### config.mk
export PLATFORM = sky130hd
export DESIGN_NAME = tft_vram_painter_flat
export DESIGN_NICKNAME = d
export VERILOG_FILES = /design/src/rtl/tft_vram_painter_if.sv /design/src/rtl/tft_vram_painter.sv /design/src/flat_wrapper.sv
export SDC_FILE = /design/constraint.sdc
export NUM_CORES = 1
export LEC_CHECK = 0
export BUFFER_PORTS_ARGS = -buffer_cell sky130_fd_sc_hd__buf_4
export CAP_MARGIN = 20
export CORE_MARGIN = 2
export CORE_UTILIZATION = 42
export DETAILED_ROUTE_END_ITERATION = 8
export GPL_TIMING_DRIVEN = 0
export MAX_ROUTING_LAYER = met4
export RECOVER_POWER = 100
export SYNTH_ARGS = -nofsm -noshare
export SYNTH_HDL_FRONTEND = slang
export SYNTH_SLANG_ARGS = --single-unit
export TNS_END_PERCENT = 10
### constraint.sdc
create_clock -name cclk -period 16.2 [get_ports cclk]
set_clock_uncertainty 0.1 [all_clocks]
set_input_delay 2.43 -clock cclk [delete_from_list [all_inputs] [get_ports cclk]]
set_output_delay 2.43 -clock cclk [all_outputs]
set_load 0.01 [all_outputs]
### src/rtl/tft_vram_painter_if.sv
// tft_vram_painter_if: touch/clear inputs and VRAM port A write bus of the painter.
interface tft_vram_painter_if #(
    parameter int COLOR_W = 9,
    parameter int ADDR_W  = 17
);
    logic               touch_valid;
    logic [11:0]        touch_x;
    logic [11:0]        touch_y;
    logic [COLOR_W-1:0] pen_color;
    logic               clear_req;
    logic               vram_we;
    logic [ADDR_W-1:0]  vram_addr;
    logic [COLOR_W-1:0] vram_din;
    logic               busy;
    logic               clear_done;
    modport master (
        input  touch_valid, touch_x, touch_y, pen_color, clear_req,
        output vram_we, vram_addr, vram_din, busy, clear_done
    );
    modport slave (
        output touch_valid, touch_x, touch_y, pen_color, clear_req,
        input  vram_we, vram_addr, vram_din, busy, clear_done
    );
endinterface

### src/rtl/tft_vram_painter.sv
// tft_vram_painter: paints square brush strokes from touch samples and sweeps a full-screen
// clear into VRAM port A; every output is registered one cycle behind the FSM state.
module tft_vram_painter #(
    parameter int X_RES   = 480,
    parameter int Y_RES   = 272,
    parameter int BRUSH   = 3,
    parameter int COLOR_W = 9,
    parameter int ADDR_W  = 17,
    parameter logic [COLOR_W-1:0] CLEAR_COLOR = '0
) (
    input logic cclk,
    input logic rstb,
    tft_vram_painter_if.master bus
);
    localparam int R  = (BRUSH - 1) / 2;
    localparam int IW = BRUSH > 1 ? $clog2(BRUSH) : 1;
    localparam int PW = 14;
    localparam logic [IW-1:0]     IMAX = IW'(BRUSH - 1);
    localparam logic [ADDR_W-1:0] XR   = ADDR_W'(X_RES);
    localparam logic [ADDR_W-1:0] LAST = ADDR_W'(X_RES * Y_RES - 1);

    typedef enum logic [1:0] {IDLE, DRAW, CLEAR} state_t;
    state_t state, state_n;

    logic [11:0]        cx, cy, lx, ly, cx_n, cy_n, lx_n, ly_n;
    logic [COLOR_W-1:0] col, lcol, col_n, lcol_n;
    logic [IW-1:0]      ix, iy, ix_n, iy_n;
    logic [ADDR_W-1:0]  caddr, caddr_n;
    logic               lv, lv_n, pend, pend_n, clr_q, fin, fin_n;
    logic               we, we_n, busy, busy_n, done, done_n;
    logic [ADDR_W-1:0]  addr, addr_n;
    logic [COLOR_W-1:0] din, din_n;

    logic [PW-1:0]     sx, sy, px, py;
    logic              x_ok, y_ok, rise, hit;
    logic [ADDR_W-1:0] pix_addr;

    // Brush offsets are kept as unsigned 0..BRUSH-1 so clipping is a plain range check on cx+ix.
    assign sx       = PW'(cx) + PW'(ix);
    assign sy       = PW'(cy) + PW'(iy);
    assign x_ok     = sx >= PW'(R) && sx < PW'(X_RES + R);
    assign y_ok     = sy >= PW'(R) && sy < PW'(Y_RES + R);
    assign px       = x_ok ? sx - PW'(R) : '0;
    assign py       = y_ok ? sy - PW'(R) : '0;
    assign pix_addr = ADDR_W'(py) * XR + ADDR_W'(px);
    assign rise     = bus.clear_req & ~clr_q;
    assign hit      = bus.touch_valid && PW'(bus.touch_x) < PW'(X_RES) && PW'(bus.touch_y) < PW'(Y_RES)
                      && (!lv || bus.touch_x != lx || bus.touch_y != ly || bus.pen_color != lcol);

    always_comb begin
        state_n = state;
        cx_n    = cx;
        cy_n    = cy;
        col_n   = col;
        lx_n    = lx;
        ly_n    = ly;
        lcol_n  = lcol;
        lv_n    = lv;
        ix_n    = ix;
        iy_n    = iy;
        caddr_n = caddr;
        pend_n  = state == CLEAR ? pend : pend | rise;
        fin_n   = 1'b0;
        we_n    = 1'b0;
        addr_n  = addr;
        din_n   = din;
        busy_n  = state != IDLE;
        done_n  = fin;
        case (state)
            IDLE: begin
                if (pend | rise) begin
                    state_n = CLEAR;
                    pend_n  = 1'b0;
                    caddr_n = '0;
                    lv_n    = 1'b0;
                end else if (hit) begin
                    state_n = DRAW;
                    cx_n    = bus.touch_x;
                    cy_n    = bus.touch_y;
                    col_n   = bus.pen_color;
                    lx_n    = bus.touch_x;
                    ly_n    = bus.touch_y;
                    lcol_n  = bus.pen_color;
                    lv_n    = 1'b1;
                    ix_n    = '0;
                    iy_n    = '0;
                end
            end
            DRAW: begin
                we_n    = x_ok && y_ok;
                addr_n  = pix_addr;
                din_n   = col;
                ix_n    = ix == IMAX ? '0 : ix + 1'b1;
                iy_n    = ix == IMAX ? iy + 1'b1 : iy;
                state_n = ix == IMAX && iy == IMAX ? IDLE : DRAW;
            end
            CLEAR: begin
                we_n    = 1'b1;
                addr_n  = caddr;
                din_n   = CLEAR_COLOR;
                caddr_n = caddr + 1'b1;
                fin_n   = caddr == LAST;
                state_n = caddr == LAST ? IDLE : CLEAR;
            end
            default: state_n = IDLE;
        endcase
    end

    always_ff @(posedge cclk) begin
        if (!rstb) begin
            state <= IDLE;
            pend  <= 1'b0;
            lv    <= 1'b0;
            clr_q <= 1'b0;
            fin   <= 1'b0;
            we    <= 1'b0;
            addr  <= '0;
            din   <= '0;
            busy  <= 1'b0;
            done  <= 1'b0;
        end else begin
            state <= state_n;
            pend  <= pend_n;
            lv    <= lv_n;
            clr_q <= bus.clear_req;
            fin   <= fin_n;
            we    <= we_n;
            addr  <= addr_n;
            din   <= din_n;
            busy  <= busy_n;
            done  <= done_n;
        end
    end

    always_ff @(posedge cclk) begin
        cx    <= cx_n;
        cy    <= cy_n;
        col   <= col_n;
        lx    <= lx_n;
        ly    <= ly_n;
        lcol  <= lcol_n;
        ix    <= ix_n;
        iy    <= iy_n;
        caddr <= caddr_n;
    end

    assign bus.vram_we    = we;
    assign bus.vram_addr  = addr;
    assign bus.vram_din   = din;
    assign bus.busy       = busy;
    assign bus.clear_done = done;
endmodule
### src/flat_wrapper.sv
// flat-port wrapper written by rule: the top's interface ports become plain ports
module tft_vram_painter_flat 
#(
    parameter int X_RES   = 480,
    parameter int Y_RES   = 272,
    parameter int BRUSH   = 3,
    parameter int COLOR_W = 9,
    parameter int ADDR_W  = 17,
    parameter logic [COLOR_W-1:0] CLEAR_COLOR = '0
)
  (cclk, rstb, bus_touch_valid, bus_touch_x, bus_touch_y, bus_pen_color, bus_clear_req, bus_vram_we, bus_vram_addr, bus_vram_din, bus_busy, bus_clear_done);
  tft_vram_painter_if #(.COLOR_W(COLOR_W), .ADDR_W(ADDR_W)) bus_i ();
  input logic cclk;
  input logic rstb;
  input wire logic [$bits(bus_i.touch_valid)-1:0] bus_touch_valid;
  input wire logic [$bits(bus_i.touch_x)-1:0] bus_touch_x;
  input wire logic [$bits(bus_i.touch_y)-1:0] bus_touch_y;
  input wire logic [$bits(bus_i.pen_color)-1:0] bus_pen_color;
  input wire logic [$bits(bus_i.clear_req)-1:0] bus_clear_req;
  output wire logic [$bits(bus_i.vram_we)-1:0] bus_vram_we;
  output wire logic [$bits(bus_i.vram_addr)-1:0] bus_vram_addr;
  output wire logic [$bits(bus_i.vram_din)-1:0] bus_vram_din;
  output wire logic [$bits(bus_i.busy)-1:0] bus_busy;
  output wire logic [$bits(bus_i.clear_done)-1:0] bus_clear_done;
  assign bus_i.touch_valid = bus_touch_valid;
  assign bus_i.touch_x = bus_touch_x;
  assign bus_i.touch_y = bus_touch_y;
  assign bus_i.pen_color = bus_pen_color;
  assign bus_i.clear_req = bus_clear_req;
  assign bus_vram_we = bus_i.vram_we;
  assign bus_vram_addr = bus_i.vram_addr;
  assign bus_vram_din = bus_i.vram_din;
  assign bus_busy = bus_i.busy;
  assign bus_clear_done = bus_i.clear_done;
  tft_vram_painter #(.X_RES(X_RES), .Y_RES(Y_RES), .BRUSH(BRUSH), .COLOR_W(COLOR_W), .ADDR_W(ADDR_W), .CLEAR_COLOR(CLEAR_COLOR)) u_core (.cclk(cclk), .rstb(rstb), .bus(bus_i));
endmodule
Word level (Yosys, flattened, before mapping)
Cells that the tools add are included.

storage, ports and cells
  register bits after elaboration = 89
  word-level logic and storage cells = 94
  output and inout port bits = 29
  bits of input ports = 37

operators by class
  add/sub/neg operators = 8
  mux-type cells = 23
  $mul = 1
  eq/ne operators = 13
  reductions and logical operators = 23
  bitwise gates (word level) = 4
  order comparisons = 6

operator list
  cell                                                                           count
  17-bit case mux with 2 select lines                                            2
  14-bit by 1-bit >= comparator with 1-bit output, second input constant         2
  14-bit by 9-bit less-than comparator with 1-bit output, second input constant  2
  14-bit two-way mux                                                             2
  14-bit by 1-bit subtractor with 14-bit output, second input constant           2
  12-bit by 2-bit adder with 13-bit output                                       2
  12-bit by 9-bit less-than comparator with 1-bit output, second input constant  2
  12-bit != test                                                                 2
  9-bit case mux with 2 select lines                                             1
  17-bit by 1-bit adder with 17-bit output, second input constant                1
  17-bit by 14-bit adder with 17-bit output                                      1
  17-bit equality test, second input constant                                    1
  17-bit two-way mux                                                             1
  14-bit by 4-bit multiplier with 12-bit output, second input constant           1
  2-bit two-way mux                                                              7
  2-bit nonzero test                                                             5
  9-bit != test                                                                  1
  2-bit case mux with 2 select lines                                             2
  1-bit logical AND                                                              7
  2-bit equality test, second input constant                                     3
  1-bit two-way mux                                                              6
  2-bit by 1-bit != test with 1-bit output, second input constant                3
  2-bit case mux with 3 select lines                                             1
  2-bit AND reduction                                                            3
  13 further kinds                                                               18

Logic depth before layout (Yosys ltp)
Gate-level depths: netlist of run 1.

  word-level depth = 8
  gate-level depth with buffers = 30
  depth with buffers taken out = 28

Worst setup path before layout of run 1
OpenSTA, ideal clock, no wires.

  path type = reg-to-reg
  start point = register u_core.iy[0]
  end point = register u_core.addr[16] (netlist: u_core.bus.vram_addr[16])
  setup time = 0.126 ns
  data arrival time = 5.972 ns
  required time = 15.974 ns
  clock period less this slack = 6.198 ns
  path slack = 10.002 ns
  cell stages (with the launch flop) = 30
  buffers on the path = 2
  path through = edfxtp_1 -> ha_1 -> fa_1 -> inv_1 -> ha_1 -> clkbuf_1 -> and2_0 -> and4_1 -> a211oi_1 -> nand2b_4 -> o311a_4 -> clkbuf_1 -> nand2_1 -> inv_1 -> fa_1 -> inv_1 -> fa_1 -> inv_1 -> ha_1 -> nor2b_1 -> o21a_1 -> o21a_1 -> nor2_1 -> xnor2_1 -> ha_1 -> nand2_1 -> o21ai_0 -> nand3_1 -> xnor2_1 -> o211ai_1

on the way
  word-level cells in the longest chain between the ends = 7
  elaborated cells on any way between the ends = 9
  those cells by class = 3 x add/sub; 1 x mul; 2 x order compare; 2 x mux; 1 x reduce/logical

RTL lines
  item                                                                                                                              line                     RTL
  start, declared                                                                                                                   tft_vram_painter.sv:27   logic [IW-1:0] ix, iy, ix_n, iy_n;
  start signal, assigned                                                                                                            tft_vram_painter.sv:143  iy <= iy_n;
  12-bit by 2-bit adder with 13-bit output (*)                                                                                      tft_vram_painter.sv:40   assign sy = PW'(cy) + PW'(iy);
  14-bit by 1-bit >= comparator with 1-bit output / 14-bit by 9-bit less-than comparator with 1-bit output (equally long branches)  tft_vram_painter.sv:42   assign y_ok = sy >= PW'(R) && sy < PW'(Y_RES + R);
  1-bit logical AND                                                                                                                 tft_vram_painter.sv:42
  14-bit two-way mux (*)                                                                                                            tft_vram_painter.sv:44   assign py = y_ok ? sy - PW'(R) : '0;
  14-bit by 4-bit multiplier with 12-bit output (*)                                                                                 tft_vram_painter.sv:45   assign pix_addr = ADDR_W'(py) * XR + ADDR_W'(px);
  17-bit by 14-bit adder with 17-bit output (*)                                                                                     tft_vram_painter.sv:45
  17-bit case mux with 2 select lines (*)                                                                                           tft_vram_painter.sv:69   case (state)
  end signal, assigned                                                                                                              tft_vram_painter.sv:128  addr <= addr_n;
  end, declared                                                                                                                     tft_vram_painter.sv:31   logic [ADDR_W-1:0] addr, addr_n;

Every way passes the cells marked *; elsewhere a longest branch is shown, timed or not.
A chain may end at the register's enable or synchronous reset.

Worst setup path after layout of run 1
Same ends and word-level chain as after synthesis.

==> results of run 1 <==
## where the power goes
part           leakage [nW]  switching, mW  internal, mW  total [mW]
Combinational          1.75         0.0370        0.0203      0.0572
Clock                 0.156         0.0972         0.125       0.222
Sequential            0.790        0.00971         0.254       0.263
## Yosys cell counts, drive strengths merged (4+ instances only)
master,instances
or3,9
edfxtp,54
dfxtp,35
nand4,16
o21ai,27
inv,42
a21o,5
ha,35
clkbuf,23
nand2b,4
o211a,8
and2,12
a211o,4
nor4,7
xor2,38
nor2,53
fa,18
nor2b,27
mux2i,5
nand3,24
a31oi,5
nor3,16
o211ai,8
xnor2,47
buf,9
a21oi,50
o21a,8
nand2,43
## state kept, by name, summed over array words and instances (netlist names)
name,flops
u_core.bus.vram_addr,17
u_core.caddr,17
u_core.cx,12
u_core.cy,12
u_core.bus.vram_din,9
u_core.col,9
u_core.ix,2
u_core.iy,2
u_core.state,2
u_core.bus.busy,1
u_core.bus.clear_done,1
u_core.bus.vram_we,1
u_core.clr_q,1
u_core.done_n,1
u_core.lv,1
u_core.pend,1
## logic make-up after synthesis
family	after synthesis
adders and majority gates	53
DFF	89
and+or+nand+nor	225
buffers and inverters	75
AOI/OAI and AO/OA	142
xor gates and xnor gates	86
muxes	6
## per-stage QoR
step / total power [mW] / utilization, % / area, um2 / hold slack, ns / cells
final: 0.543 / 48.8 / 7140 / 0.352 / 941
after global routing: 0.564 / 48.8 / 7140 / 0.402 / 941
after CTS: 0.555 / 50.7 / 7420 / 0.354 / 941
after detailed placement: 0.333 / 48.5 / 7100 / 0.334 / 925
after global placement: 0.332 / 48.3 / 7080 / 0.325 / 924
after floorplan: 0.302 / - / 6370 / 0.312 / 676
## area by class of cell
cell class	instances	share of cell area (%)
clock inverters	4	0.491
repair buffers	65	3.58
inverters	43	2.26
clock buffers	12	3.91
flip-flops and latches	89	32.5
multi-input cells	512	52.1
well taps	184	3.22
plain buffers	32	1.95
## metal layers
layer,share of wire (%),up-vias,track usage (%)
li1,-,2554,-
met1,48,2445,27.2
met2,47,79,34.1
met3,3.4,17,3.77
met4,1.7,0,5.75
met5,0,-,-
## path summary, 6_finish.rpt
kind	start	cells past startpoint	endpoint	slack, ns
worst max-delay path	u_core.iy[0]	29	u_core.bus.vram_addr[16]	8.88
worst min-delay path	u_core.done_n	1	u_core.bus.clear_done	0.35
worst max register to register	u_core.iy[0]	29	u_core.bus.vram_addr[16]	8.88
worst min register to register	u_core.done_n	1	u_core.bus.clear_done	0.35
==> flow_metrics.tcl, run 1 <==
set metrics [dict create \
    fin_nets 842 \
    seqCellArea_um2 2320 \
    path_max_fanout 10 \
    detailed_place_hpwl_um 12100 \
    antenna_found_initial 0 \
    start_kind "register" \
    syn_inst 676 \
    slowest_delay_ns 0.56 \
    worst_ir_drop_vdd_mv 0.0612 \
    drv_cap 0 \
    clock_latency_ns 0.36 \
    postCtsSetupBuffers 0 \
    clockBufferDepth 2 \
    muxShareOfSynthArea_pct 0.963 \
    synth_ff_type "edfxtp_1" \
    crit_buf_inv 6 \
    yosys.area_share.simple_pct 18.3 \
    required_ns 16.33 \
    critical_path_class "register to register" \
    synth_top_family_by_area "simple AND/OR/NAND/NOR gates" \
    synth-edff-count 54 \
    setup_tns_ns 0 \
    p_leak_nw 2.70 \
    slew_headroom_pct 7.72 \
    coreArea_um2 14600 \
    drtPass1Iterations 5 \
    die_w_um 127 \
    ctsHoldBuffers 0 \
    worst_slack_ns 8.88 \
    grt_remaining_overflow 0 \
    ys_ff_latch 89 \
    globalplace.congestion 0.867 \
    ys_async_sr_fraction_pct 0 \
    synth_compound_area_share_pct 14.9 \
    rsz0062_at_grt "false" \
    grt_pass1_vias 5126 \
    h-tree-depth 3 \
    post-route-period-util_pct 45.2 \
    yosysSeqAreaShare_pct 36.5 \
    area_delta_synth_final_pct 12.1 \
    cts_buffers 9 \
    setup_viol 0 \
    syn_area_per_cell_um2 9.42 \
    dp_slack_ns 9.11 \
    die_height_um 127 \
    final_common_cell "clkbuf_1" \
    grt.total_usage_pct 21.0 \
    yosys.area.top_type "edfxtp_1" \
    tightest_slew_ns 1.38 \
    routedWlPerCell_um 16.7 \
    ios 66 \
    cts.sinks 89 \
    fmax_mhz 137 \
    cts.repair.resized 0 \
    wl_um 15700 \
    ys_warn_count 0 \
    slew_viol_final 0 \
    num_vias 5095 \
    synth-adder-area-share_pct 12.5 \
    root_buffer "clkbuf_16" \
    hold_viol_final 0 \
    avgViaCountPerCell 5.41 \
    start_util_pct 43.5 \
    dieArea_um2 16200 \
    nFillCells 1408 \
    hp-class "register to register" \
    num_antenna_cells 0 \
    synth_xor_area_share_pct 12.0 \
    drtAntennaViolNets 0 \
    grt_max_degree 25 \
    synthTopCellsByArea "edfxtp_1 25%, dfxtp_1 11%, ha_1 6.9%" \
    critPathArrivalTime_ns 7.45 \
    drcViolationCount 0 \
    post-route-min-period_ns 7.32 \
    synth_top_area_share_pct 25.5 \
    cpLargestDelayFamily "adder cells" \
    drive_above_1_share_pct 4.36 \
    cpMaxStageDelayCell "fa_1" \
    core.rowCount 44 \
    clk_pin_slew_ns 0.08 \
    syn_nets 766 \
    initialDrtViolationCount 305 \
    numPortBuffers 64 \
    powerDensity_nw_per_um2 76.1 \
    final_cell_mix "86 x clkbuf_1, 54 x edfxtp_1, 52 x nor2_1, 50 x a21oi_1, 47 x xnor2_1" \
    cts_tree "done" \
    synthDistinctLibCells 67 \
    grt_pass1_wl_um 26100 \
    mappedNetlistArea_um2 6370 \
    end_kind "register" \
    multiInputGateArea_um2 3720 \
    status "complete, no violations" \
]
Note: power is estimated with default switching activity, not from simulation.
==> run 2, diff against run 1 <==
clock period = 7.25 ns   (was 16.2 ns; I/O delays follow)
==> run 2 against run 1 <==
  * Critical path depth unchanged
  * Global-route usage is the same
  * Cell count up 0.11%
  * Sequential power grew 120%
  * Critical path type unchanged
  * Critical endpoint is now u_core.bus.vram_addr[15]
==> flow_metrics.tcl, run 2 (synthesis gave the netlist of run 1 again) <==
set metrics [dict create \
    ios 66 \
    num_vias 5074 \
    post-route-period-util_pct 92.6 \
    status "complete, no violations" \
    cts_buffers 9 \
    cts_tree "done" \
    p_leak_nw 2.72 \
    cpMaxStageDelayCell "fa_1" \
    grt_pass1_vias 5126 \
    fin_nets 843 \
    cpLargestDelayFamily "adder cells" \
    critPathLaunch "u_core.iy[0]" \
    start_kind "register" \
    final_cell_mix "85 x clkbuf_1, 54 x edfxtp_1, 52 x nor2_1, 50 x a21oi_1, 47 x xnor2_1" \
    drtPass1Iterations 5 \
    wl_um 15600 \
    path_max_fanout 10 \
    root_buffer "clkbuf_16" \
    core.rowCount 44 \
    grt_max_degree 25 \
    clock_latency_ns 0.36 \
    hp-class "register to register" \
    drcViolationCount 0 \
    final_common_cell "clkbuf_1" \
    worstHoldStart "u_core.done_n" \
    rsz0062_at_grt "false" \
    ctsHoldBuffers 0 \
    routedWlPerCell_um 16.6 \
    dieArea_um2 16200 \
    numPortBuffers 64 \
    clockBufferDepth 2 \
    antenna_found_initial 0 \
    final_util_pct 49.0 \
    h-tree-depth 3 \
    grt.total_usage_pct 21.0 \
    die_height_um 127 \
    drtAntennaViolNets 0 \
    coreArea_um2 14600 \
    tightest_slew_ns 1.42 \
    worst_ir_drop_vdd_mv 0.134 \
    cts.sinks 89 \
    powerDensity_nw_per_um2 169 \
    slowest_delay_ns 0.53 \
    start_util_pct 43.5 \
    area_delta_synth_final_pct 12.8 \
    initialDrtViolationCount 324 \
    grt_remaining_overflow 0 \
    end_kind "register" \
    globalplace.congestion 0.867 \
    grt_pass1_wl_um 26100 \
    setup_tns_ns 0 \
    nFillCells 1401 \
    die_w_um 127 \
    slew_headroom_pct 5.21 \
    slew_viol_final 0 \
    drv_cap 0 \
    setup_viol 0 \
    drive_above_1_share_pct 5.28 \
    hold_viol_final 0 \
    critPathArrivalTime_ns 6.85 \
    detailed_place_hpwl_um 12100 \
    critical_path_class "register to register" \
    clk_pin_slew_ns 0.07 \
    fmax_mhz 149 \
    post-route-min-period_ns 6.71 \
    r2r-start "u_core.iy[0]" \
    required_ns 7.39 \
    avgViaCountPerCell 5.39 \
    num_antenna_cells 0 \
    crit_buf_inv 6 \
]
run 2: cell types whose count changed in the layout (fill, tap and decap cells not counted), sizes merged:
cell / before / now
buf: 9 / 12
clkbuf: 100 / 98
run 2: repair_timing:
action / CTS / global route
gates resized for setup: 0 / 8
endpoints found under the setup margin: 0 / 5
buffers inserted: 0 / 1
run 2: layout make-up:
cell class	count	area [um2]	area share, %
Multi-Input combinational cell	512	3750	52.2
Sequential cell	89	2320	32.3
Clock buffer	12	279	3.89
Timing Repair Buffer	66	263	3.66
Tap cell	184	230	3.21
Inverter	43	161	2.25
Buffer	32	140	1.95
Clock inverter	4	35.0	0.488
run 2: power by group:
group	total [mW]	internal, mW	switching, mW
Combinational	0.128	0.0454	0.0826
Clock	0.494	0.280	0.214
Sequential	0.589	0.567	0.0218
run 2: metal layers:
metal  global-route usage, %  wire, um  vias to the layer above
li1                        -         -                     2554
met1                    27.2      7380                     2412
met2                    34.1      7340                       94
met3                    3.77       626                       14
met4                    5.75       252                        0
met5                       -         0                        -
run 2: metrics by stage:
step                      cell area [um2]  total power, mW  worst slack (ns)  hold WS (ns)  instances
after floorplan                      6370            0.674              1.05         0.312        676
after global placement               7080            0.741             0.238         0.325        924
after detailed placement             7100            0.744             0.157         0.334        925
after CTS                            7420             1.24             0.110         0.354        941
after global routing                 7180             1.26            0.0154         0.402        942
final                                7180             1.21             0.539         0.352        942
run 2: worst paths after layout:
check        slack (ns)                        to  cells past startpoint
max                0.54  u_core.bus.vram_addr[15]                     29
min                0.35     u_core.bus.clear_done                      1
max reg2reg        0.54  u_core.bus.vram_addr[15]                     29
min reg2reg        0.35     u_core.bus.clear_done                      1
run 2: worst register-to-register path, delay by kind of cell (launching register included):
| kind | cells | cell delay (ns) |
|---|---|---|
| fa+ha+maj | 7 | 2.57 |
| simple gates | 6 | 1.00 |
| xor+xnor | 2 | 0.39 |
| compound gates | 8 | 1.30 |
| buf+inv | 6 | 0.76 |
| flops | 1 | 0.47 |
==> run 3, diff against run 2 <==
CORE_UTILIZATION = 60   (was 42)
PLACE_DENSITY_LB_ADDON = 0.3   (was unset)
==> run 3 against run 2 <==
  * The flow now finishes with violations (max-capacitance violations)
  * Sequential share of layout area grew 0.75 points
  * Count of clock-buffer cells in the layout is 1 higher
  * Routed wire length hardly changed
  * Utilization increased by 19 points
  * Register-to-register slack got worse by 0.16 ns
  * Highest routed layer unchanged
==> flow_metrics.tcl, run 3 (synthesis gave the netlist of run 1 again) <==
set metrics [dict create \
    status "complete, but fails checks" \
    violations "max-capacitance violations" \
    fin_nets 841 \
    reg2regPathDepth 28 \
    slowest_delay_ns 0.56 \
    num_vias 5270 \
    grt_max_degree 28 \
    cts.sinks 89 \
    stdcell_count 892 \
    p_leak_nw 2.67 \
    placed_cells 877 \
    drcViolationCount 0 \
    grt.total_usage_pct 29.0 \
    drv_cap 1 \
    hp-class "register to register" \
    r2r_slack_ns 0.38 \
    setup_viol 0 \
    r2r-start "u_core.iy[0]" \
    worst_ir_drop_vdd_mv 0.136 \
    worstSetupEndpoint "u_core.bus.vram_addr[15]" \
    num_antenna_cells 0 \
    post-route-min-period_ns 6.87 \
    placed_area_um2 7040 \
    start_util_pct 61.7 \
    root_buffer "clkbuf_8" \
    detailed_place_hpwl_um 12000 \
    cts_buffers 9 \
    grt_remaining_overflow 0 \
    cpMaxStageDelayCell "fa_1" \
    start_kind "register" \
    globalplace.congestion 0.931 \
    initialDrtViolationCount 437 \
    core.rowCount 37 \
    drive_above_1_share_pct 5.03 \
    h-tree-depth 3 \
    ios 66 \
    tightest_slew_ns 1.49 \
    powerDensity_nw_per_um2 156 \
    numPortBuffers 64 \
    reg2reg_to "u_core.bus.vram_addr[15]" \
    setup_tns_ns 0 \
    required_ns 7.39 \
    path_max_fanout 17 \
    drtPass1Iterations 5 \
    cts_tree "done" \
    die_height_um 107 \
    grt_pass1_wl_um 25400 \
    final_common_cell "clkbuf_1" \
    critical_path_class "register to register" \
    design_area_um2 7020 \
    slew_headroom_pct 0.342 \
    nFillCells 879 \
    final_cell_mix "86 x clkbuf_1, 54 x edfxtp_1, 52 x nor2_1, 49 x a21oi_1, 47 x xnor2_1" \
    die_w_um 107 \
    routedWlPerCell_um 17.5 \
    grt_pass1_vias 5201 \
    critPathLaunch "u_core.iy[0]" \
    drtAntennaViolNets 0 \
    slew_viol_final 0 \
    area_delta_synth_final_pct 10.2 \
    avgViaCountPerCell 5.91 \
    clk_pin_slew_ns 0.08 \
    clockBufferDepth 2 \
    antenna_found_initial 0 \
    hold_viol_final 0 \
    wl_um 15600 \
    dieArea_um2 11500 \
    end_kind "register" \
    coreArea_um2 10300 \
    fmax_mhz 146 \
    critPathArrivalTime_ns 7.01 \
    ctsHoldBuffers 0 \
    rsz0062_at_grt "false" \
    clock_latency_ns 0.37 \
    post-route-period-util_pct 94.8 \
]
[run 3: worst min-delay path by stage]
stage | startpoint | endpoint | slack (ns) | cells past startpoint
after CTS | u_core.done_n | u_core.bus.clear_done | 0.35 | 1
after detailed placement | u_core.done_n | u_core.bus.clear_done | 0.32 | 1
final | u_core.done_n | u_core.bus.clear_done | 0.34 | 1
after global placement | u_core.done_n | u_core.bus.clear_done | 0.32 | 1
after floorplan | u_core.done_n | u_core.bus.clear_done | 0.31 | 1
after global routing | u_core.done_n | u_core.bus.clear_done | 0.37 | 1
[run 3: repair_timing]
action | 4_1_cts | 5_1_grt
resized for setup | 1 | 7
endpoints found under the setup margin | 1 | 4
buffers inserted | 0 | 0
[run 3: through the flow]
step           power (mW)  hold slack [ns]  util [%]  setup WS (ns)
6_report             1.10            0.343      68.0          0.378
5_1_grt              1.13            0.368      68.0         0.0586
4_1_cts              1.12            0.353      70.5         0.0367
3_5_place_dp        0.743            0.322      68.2         0.0193
3_3_place_gp        0.738            0.317      68.0          0.176
2_1_floorplan       0.674            0.312         -           1.05
[run 3: critical path: cells and delay by family (launching register included)]
| family | cells | cell delay [ns] |
|---|---|---|
| compound gates | 10 | 1.90 |
| fa+ha+maj | 7 | 2.68 |
| flops | 1 | 0.47 |
| simple gates | 4 | 0.62 |
| xor+xnor | 2 | 0.52 |
| buf+inv | 5 | 0.43 |
[run 3: power breakdown]
| group | switching, mW | internal, mW |
|---|---|---|
| Sequential | 0.0230 | 0.567 |
| Clock | 0.179 | 0.200 |
| Combinational | 0.0822 | 0.0452 |
| Total | 0.284 | 0.812 |
[run 3: metal layers]
layer	track usage, %	vias to the layer above	routed length [um]
met1	37.0	2512	6590
met3	3.95	32	963
met4	9.55	0	391
met2	48.0	182	7650
li1	-	2544	-
met5	-	-	0
[run 3: final cells by class]
type,count,area (um2),share of cell area [%]
Tap cell,136,170,2.42
Sequential cell,89,2320,33.1
Clock buffer,13,180,2.57
Inverter,43,161,2.30
Multi-Input combinational cell,512,3750,53.5
Clock inverter,3,43.8,0.624
Buffer,31,135,1.93
Timing Repair Buffer,65,251,3.58
